### src/rtl/uart_tx_arbiter.sv
// Round-robin arbiter sharing one UART transmit port among Nreq requesters.
// Each grant is held for a whole packet, or cut after MaxBurst bytes when others are waiting.
module uart_tx_arbiter #(
   parameter int Nreq     = 4,
   parameter int Wdata    = 8,
   parameter int MaxBurst = 0
) (
   input  logic                  clk,
   input  logic                  rst,
   input  logic [Nreq-1:0]       req,
   input  logic [Nreq*Wdata-1:0] data,
   input  logic [Nreq-1:0]       last,
   output logic [Nreq-1:0]       gnt,
   output logic [Nreq-1:0]       ack,
   output logic [Wdata-1:0]      uart_din,
   output logic                  uart_oe,
   input  logic                  uart_rdy
);

   localparam int Wptr = $clog2(Nreq);
   localparam int Wcnt = (MaxBurst > 0) ? $clog2(MaxBurst + 1) : 1;
   localparam logic [Wcnt-1:0] CntMax = Wcnt'(MaxBurst);

   typedef enum logic [1:0] {IDLE, GRANT, WAIT_LO, WAIT_HI} state_t;

   state_t            state, state_nxt;
   logic [Wptr-1:0]   owner, owner_nxt;
   logic [Wptr-1:0]   ptr, ptr_nxt;
   logic [Wcnt-1:0]   cnt, cnt_nxt;
   logic              l, l_nxt;
   logic [Nreq-1:0]   gnt_nxt, ack_nxt;
   logic [Wdata-1:0]  din_nxt;
   logic              oe_nxt;

   logic              found;
   logic [Wptr-1:0]   pick, scan;
   logic [Wdata-1:0]  sel_data;
   logic              sel_last;
   logic              own_req, others_req;

   function automatic logic [Wptr-1:0] next_idx(input logic [Wptr-1:0] i);
      return (int'(i) == Nreq - 1) ? '0 : i + 1'b1;
   endfunction

   // First requester at or after ptr, wrapping modulo Nreq.
   always_comb begin
      found = 1'b0;
      pick  = '0;
      scan  = ptr;
      for (int k = 0; k < Nreq; k++) begin
         if (!found && req[scan]) begin
            found = 1'b1;
            pick  = scan;
         end
         scan = next_idx(scan);
      end
   end

   always_comb begin
      sel_data = '0;
      sel_last = 1'b0;
      for (int i = 0; i < Nreq; i++) begin
         if (gnt[i]) begin
            sel_data = data[i*Wdata +: Wdata];
            sel_last = last[i];
         end
      end
      own_req    = |(req & gnt);
      others_req = |(req & ~gnt);
   end

   // NOTE: every output of this block gets a default before the case, so no path leaves one unassigned and no latch is inferred.
   always_comb begin
      state_nxt = state;
      owner_nxt = owner;
      ptr_nxt   = ptr;
      cnt_nxt   = cnt;
      l_nxt     = l;
      gnt_nxt   = gnt;
      ack_nxt   = '0;
      din_nxt   = uart_din;
      oe_nxt    = 1'b0;

      case (state)
         IDLE: begin
            if (found) begin
               gnt_nxt   = {{(Nreq-1){1'b0}}, 1'b1} << pick;
               owner_nxt = pick;
               cnt_nxt   = '0;
               state_nxt = GRANT;
            end
         end
         GRANT: begin
            if (!own_req) begin
               gnt_nxt   = '0;
               ptr_nxt   = next_idx(owner);
               state_nxt = IDLE;
            end else if (uart_rdy) begin
               oe_nxt    = 1'b1;
               din_nxt   = sel_data;
               ack_nxt   = gnt;
               l_nxt     = sel_last;
               cnt_nxt   = (cnt == CntMax) ? cnt : cnt + 1'b1;
               state_nxt = WAIT_LO;
            end
         end
         WAIT_LO: begin
            if (!uart_rdy) state_nxt = WAIT_HI;
         end
         WAIT_HI: begin
            if (uart_rdy) begin
               if (l || (MaxBurst != 0 && cnt == CntMax && others_req)) begin
                  gnt_nxt   = '0;
                  ptr_nxt   = next_idx(owner);
                  state_nxt = IDLE;
               end else begin
                  state_nxt = GRANT;
               end
            end
         end
         default: state_nxt = IDLE;
      endcase
   end

   // NOTE: sequential state uses non-blocking assignments so all registers update from the same pre-edge values.
   always_ff @(posedge clk) begin
      if (!rst) begin
         state    <= IDLE;
         owner    <= '0;
         ptr      <= '0;
         cnt      <= '0;
         l        <= 1'b0;
         gnt      <= '0;
         ack      <= '0;
         uart_din <= '0;
         uart_oe  <= 1'b0;
      end else begin
         state    <= state_nxt;
         owner    <= owner_nxt;
         ptr      <= ptr_nxt;
         cnt      <= cnt_nxt;
         l        <= l_nxt;
         gnt      <= gnt_nxt;
         ack      <= ack_nxt;
         uart_din <= din_nxt;
         uart_oe  <= oe_nxt;
      end
   end

endmodule

### config.mk
export PLATFORM = sky130hd
export DESIGN_NAME = uart_tx_arbiter
export DESIGN_NICKNAME = d
export VERILOG_FILES = /design/src/rtl/uart_tx_arbiter.sv
export SDC_FILE = /design/constraint.sdc
export NUM_CORES = 1
export LEC_CHECK = 0
export CELL_PAD_IN_SITES_DETAIL_PLACEMENT = 1
export CELL_PAD_IN_SITES_GLOBAL_PLACEMENT = 1
export CORE_ASPECT_RATIO = 0.5
export CORE_MARGIN = 1.5
export CORE_UTILIZATION = 33
export CTS_BUF_LIST = sky130_fd_sc_hd__clkbuf_4
export DETAILED_ROUTE_END_ITERATION = 12
export PLACE_DENSITY_LB_ADDON = 0.1
export REMOVE_ABC_BUFFERS = 1
export SLEW_MARGIN = 10
export SYNTH_ARGS = -nofsm -noshare
export SYNTH_HDL_FRONTEND = slang
export SYNTH_SLANG_ARGS = --single-unit
### constraint.sdc
create_clock -name clk -period 3 [get_ports clk]
set_input_delay 0.75 -clock clk [delete_from_list [all_inputs] [get_ports clk]]
set_output_delay 0.75 -clock clk [all_outputs]
set_load 0.1 [all_outputs]
==> reports/summary.md <==
Between clock sinks in the finished design, the worst skew comes to 0.00379 ns. Including well taps, the total number of placed cells is 316. The startpoint identified for the worst register-to-register timing path is ptr[1].

The run finished with clean final reports. The depth of the most critical reg-to-reg path works out to 6. The biggest area contributor in the post-synthesis netlist is sky130_fd_sc_hd__dfxtp_1. In the layout the commonest cells are sky130_fd_sc_hd__clkdlybuf4s50_1, sky130_fd_sc_hd__buf_4, sky130_fd_sc_hd__nor2_1.

After clock tree synthesis, the setup repair step added 0 buffers. The smallest clock period supported by the final layout is computed as 2.69 ns. The run gives 0 as the count of maximum capacitance violations. Summing the areas of all xor and xnor instances in the mapped netlist gives 0% of the synthesized area. The logs give 3 for the CTS buffer count and 1,797 for the total vias in the final route. The proportion of synthesized flip-flops having asynchronous set or reset was 0%; the portion of netlist area occupied by mux cells was 8.06%. The final count of pins violating max slew was 0. Clock tree synthesis found a total of 24 sinks. The tools report the endpoint arrival time on the critical path as 2.88 ns.

The synthesis-to-layout area growth was 40.9%. The main combinational cell family by area after synthesis is compound AO/OA/AOI/OAI gates. Setup repair after global routing left no endpoint under its margin. The area of the multi-input gates is 1010 µm², and the fraction of layout cells with a size suffix above 1 is 15.4%.

The critical path starts at req[2]. The tools report the type of element launching the critical path as an input port. The die footprint is 5340 µm², and the worst-skew pair later-pin latency is 0.31 ns. After clock tree synthesis, the repair step resized 0 gates.

The maximum count of clock buffers along a single path came out at 2. After detailed routing, the number of vias per cell comes to 5.63. Summed over all layers, the global routing overflow is 0. Actual slew at the worst max-slew pin: 0.707 ns. The clock root buffer master was sky130_fd_sc_hd__clkbuf_4. Detailed placement ended at an HPWL of 4120 µm.

0 antenna diodes ended up in the layout. In this run the biggest area consumer among cell types represents 29.8% of the synthesized area. The logs give 0.44 ns for the worst reg-to-reg setup slack and 21.4% for the global router's overall resource usage.

The synthesized-area fraction occupied by adder cells came out at 1.55%. The count of state elements after synthesis works out to 24. The final number of hold-violating endpoints came out at 0.

The number of different library cells used by synthesis comes to 53. Initial core utilization: 35.5%. After clock tree synthesis, the clock-pin slew on the worst setup and hold paths is 0.13 ns. Following the worst setup path forward leads to its endpoint at owner[0]. The logs give 372 MHz for the achievable clock frequency and 0 for the number of hold buffers added after CTS.

The logs give 5490 µm for the total detailed-routing wirelength and 300 for the net total in the final layout. For the initial antenna violation count, the log shows 0. The headroom to the max-slew limit came out at 52.7%. In this run the tool buffered the top-level ports with 59 buffer cells.

The first global-routing pass estimated 8850 µm of wire. The analysis attributes to cell leakage a power of 0.884 nW. The first TritonRoute pass finished after 6 iterations.

The site row count was 17. Data on the critical path is required at its endpoint by 3.20 ns. The type of the worst setup path is input port to register.

The kind of end point of the critical path was a register. The average cell area after synthesis works out to 8.23 µm². Sorting the synthesized cells by area gives the leading types as sky130_fd_sc_hd__dfxtp_1, sky130_fd_sc_hd__nor2_1, sky130_fd_sc_hd__o311a_1, sky130_fd_sc_hd__a221oi_1, sky130_fd_sc_hd__mux2i_1. For the register area share after synthesis, the log shows 29.8%. TritonCTS built the clock tree.

The library cell used most frequently in the layout, excluding fill and tap cells, is sky130_fd_sc_hd__clkdlybuf4s50_1. Power density normalized to cell area: 759 nW/µm². Summing the areas of all compound-gate instances in the mapped netlist gives 29.0% of the synthesized area.

Cell area after technology mapping: 1610 µm². The run gives 0.293 mV as the worst IR drop on VDD. The logs give 319 for the final cell count without fillers and 83 for the first-iteration detailed-routing DRC count.

The tools report the placer's final routability congestion estimate as 0.788. Dividing the final minimum period by the clock period gives 89.6%. The routed wire length per instance was 17.2 µm.

For the storage element area, the log shows 480 µm². Measured along the x axis, the die boundary spans 102 µm. The most common flop cell mapped by yosys was sky130_fd_sc_hd__dfxtp_1.

The maximum fanout along the worst path is 7, and the residual DRC count is 0. The cell count after synthesis came out at 196. The min-delay analysis places its worst path in the category register to register. Setup violations remaining at the end of the flow were counted as 0. The synthesized design contains 0 enable-type register cells. The count of nets left with antenna violations once routing finished came out at 0.

The filler cells instantiated in the layout total 567. 60 I/O pins were placed. The worst register-to-register path ends at owner[0]. The run gives 0 ns as the total negative slack for setup checks. Entering global routing, the biggest net connects 25 pins. The count of H-tree levels built during CTS is 1, and the via count of the first global-routing pass is 1,817.

The die is 52.5 µm tall. Simple-gate share of the synthesized area: 23.9%. Measured on the finished design, the core utilization comes to 50.0%. The tools report the standard cell core area as 4550 µm².

The warning count from the yosys run is 0.
-- critical path: stages --
cell and delay, ns:
sky130_fd_sc_hd__clkdlybuf4s50_1 0.60, sky130_fd_sc_hd__and4bb_2 0.27, sky130_fd_sc_hd__o31a_1 0.32, sky130_fd_sc_hd__or3_4 0.35, sky130_fd_sc_hd__a211oi_1 0.43, sky130_fd_sc_hd__a211oi_1 0.15
-- per-layer routing --
layer | vias to the layer above | track usage, % | wire, µm
met4 | 0 | 3.42 | 29
met2 | 47 | 38.6 | 2450
met3 | 2 | 4.00 | 278
met1 | 876 | 27.3 | 2720
li1 | 872 | - | -
met5 | - | 0 | 0
-- metrics by stage --
stage          instance area, µm²  worst slack (ns)  power, mW  hold WS [ns]
6_report                     2270             0.313       1.73         0.506
5_1_grt                      2270             0.253       1.85         0.537
4_1_cts                      2270             0.348       1.74         0.512
3_5_place_dp                 2250            0.0591       1.59         0.493
3_3_place_gp                 2250             0.145       1.56         0.483
2_1_floorplan                1520             0.163       1.25         0.495
-- worst min path at each step --
stage / startpoint / endpoint / slack [ns] / cells after the start
after floorplan: l / l / 0.50 / 2
after global placement: uart_din[7] / uart_din[7] / 0.48 / 2
after detailed placement: uart_din[5] / uart_din[5] / 0.49 / 2
after CTS: uart_din[5] / uart_din[5] / 0.51 / 2
after global routing: uart_din[2] / uart_din[2] / 0.54 / 2
final: uart_din[2] / uart_din[2] / 0.51 / 2
-- cells by family (layout without fill, tap and decap cells) --
| group | after synthesis | in the layout |
|---|---|---|
| AND/OR/NAND/NOR | 76 | 76 |
| AO/OA/AOI/OAI | 59 | 59 |
| buffers and inverters | 25 | 82 |
| flip-flops | 24 | 24 |
| multiplexers | 10 | 10 |
| adder cells (fa/ha/maj) | 2 | 2 |
-- synth_stat cells (2+ instances only) --
master,number
sky130_fd_sc_hd__a221oi_1,9
sky130_fd_sc_hd__o21a_1,2
sky130_fd_sc_hd__nor2_1,26
sky130_fd_sc_hd__nand2_1,15
sky130_fd_sc_hd__o22ai_1,5
sky130_fd_sc_hd__inv_1,7
sky130_fd_sc_hd__a22oi_1,3
sky130_fd_sc_hd__nor3_1,11
sky130_fd_sc_hd__mux2i_1,7
sky130_fd_sc_hd__a211oi_1,3
sky130_fd_sc_hd__clkbuf_1,9
sky130_fd_sc_hd__o311a_1,9
sky130_fd_sc_hd__buf_6,3
sky130_fd_sc_hd__a21oi_1,7
sky130_fd_sc_hd__and2_1,2
sky130_fd_sc_hd__nand3b_1,3
sky130_fd_sc_hd__and3_1,5
sky130_fd_sc_hd__dfxtp_1,24
sky130_fd_sc_hd__ha_1,2
sky130_fd_sc_hd__o31a_1,2
sky130_fd_sc_hd__o21ai_0,4
sky130_fd_sc_hd__o31ai_1,2
sky130_fd_sc_hd__a22o_1,2
sky130_fd_sc_hd__buf_2,4
sky130_fd_sc_hd__nand2b_1,2
-- report_power, final --
part,switching [mW],internal [mW],total [mW]
Clock,0.0952,0.0470,0.142
Sequential,0.106,0.380,0.486
Combinational,0.682,0.417,1.10
Total,0.883,0.844,1.73
-- state kept, by name, indices dropped and copies added (netlist names), named ones only --
register / flops
ptr: 2
ack: 4
uart_oe: 1
l: 1
gnt: 4
state: 1
uart_din: 8
owner: 2
-- cell type report --
cell class	count	share of cell area, %
Multi-Input combinational cell	147	44.3
Timing Repair Buffer	71	28.6
Sequential cell	24	21.1
Tap cell	66	3.63
Inverter	8	1.32
Clock buffer	3	0.990
Note: power is estimated with default switching activity, not from simulation.
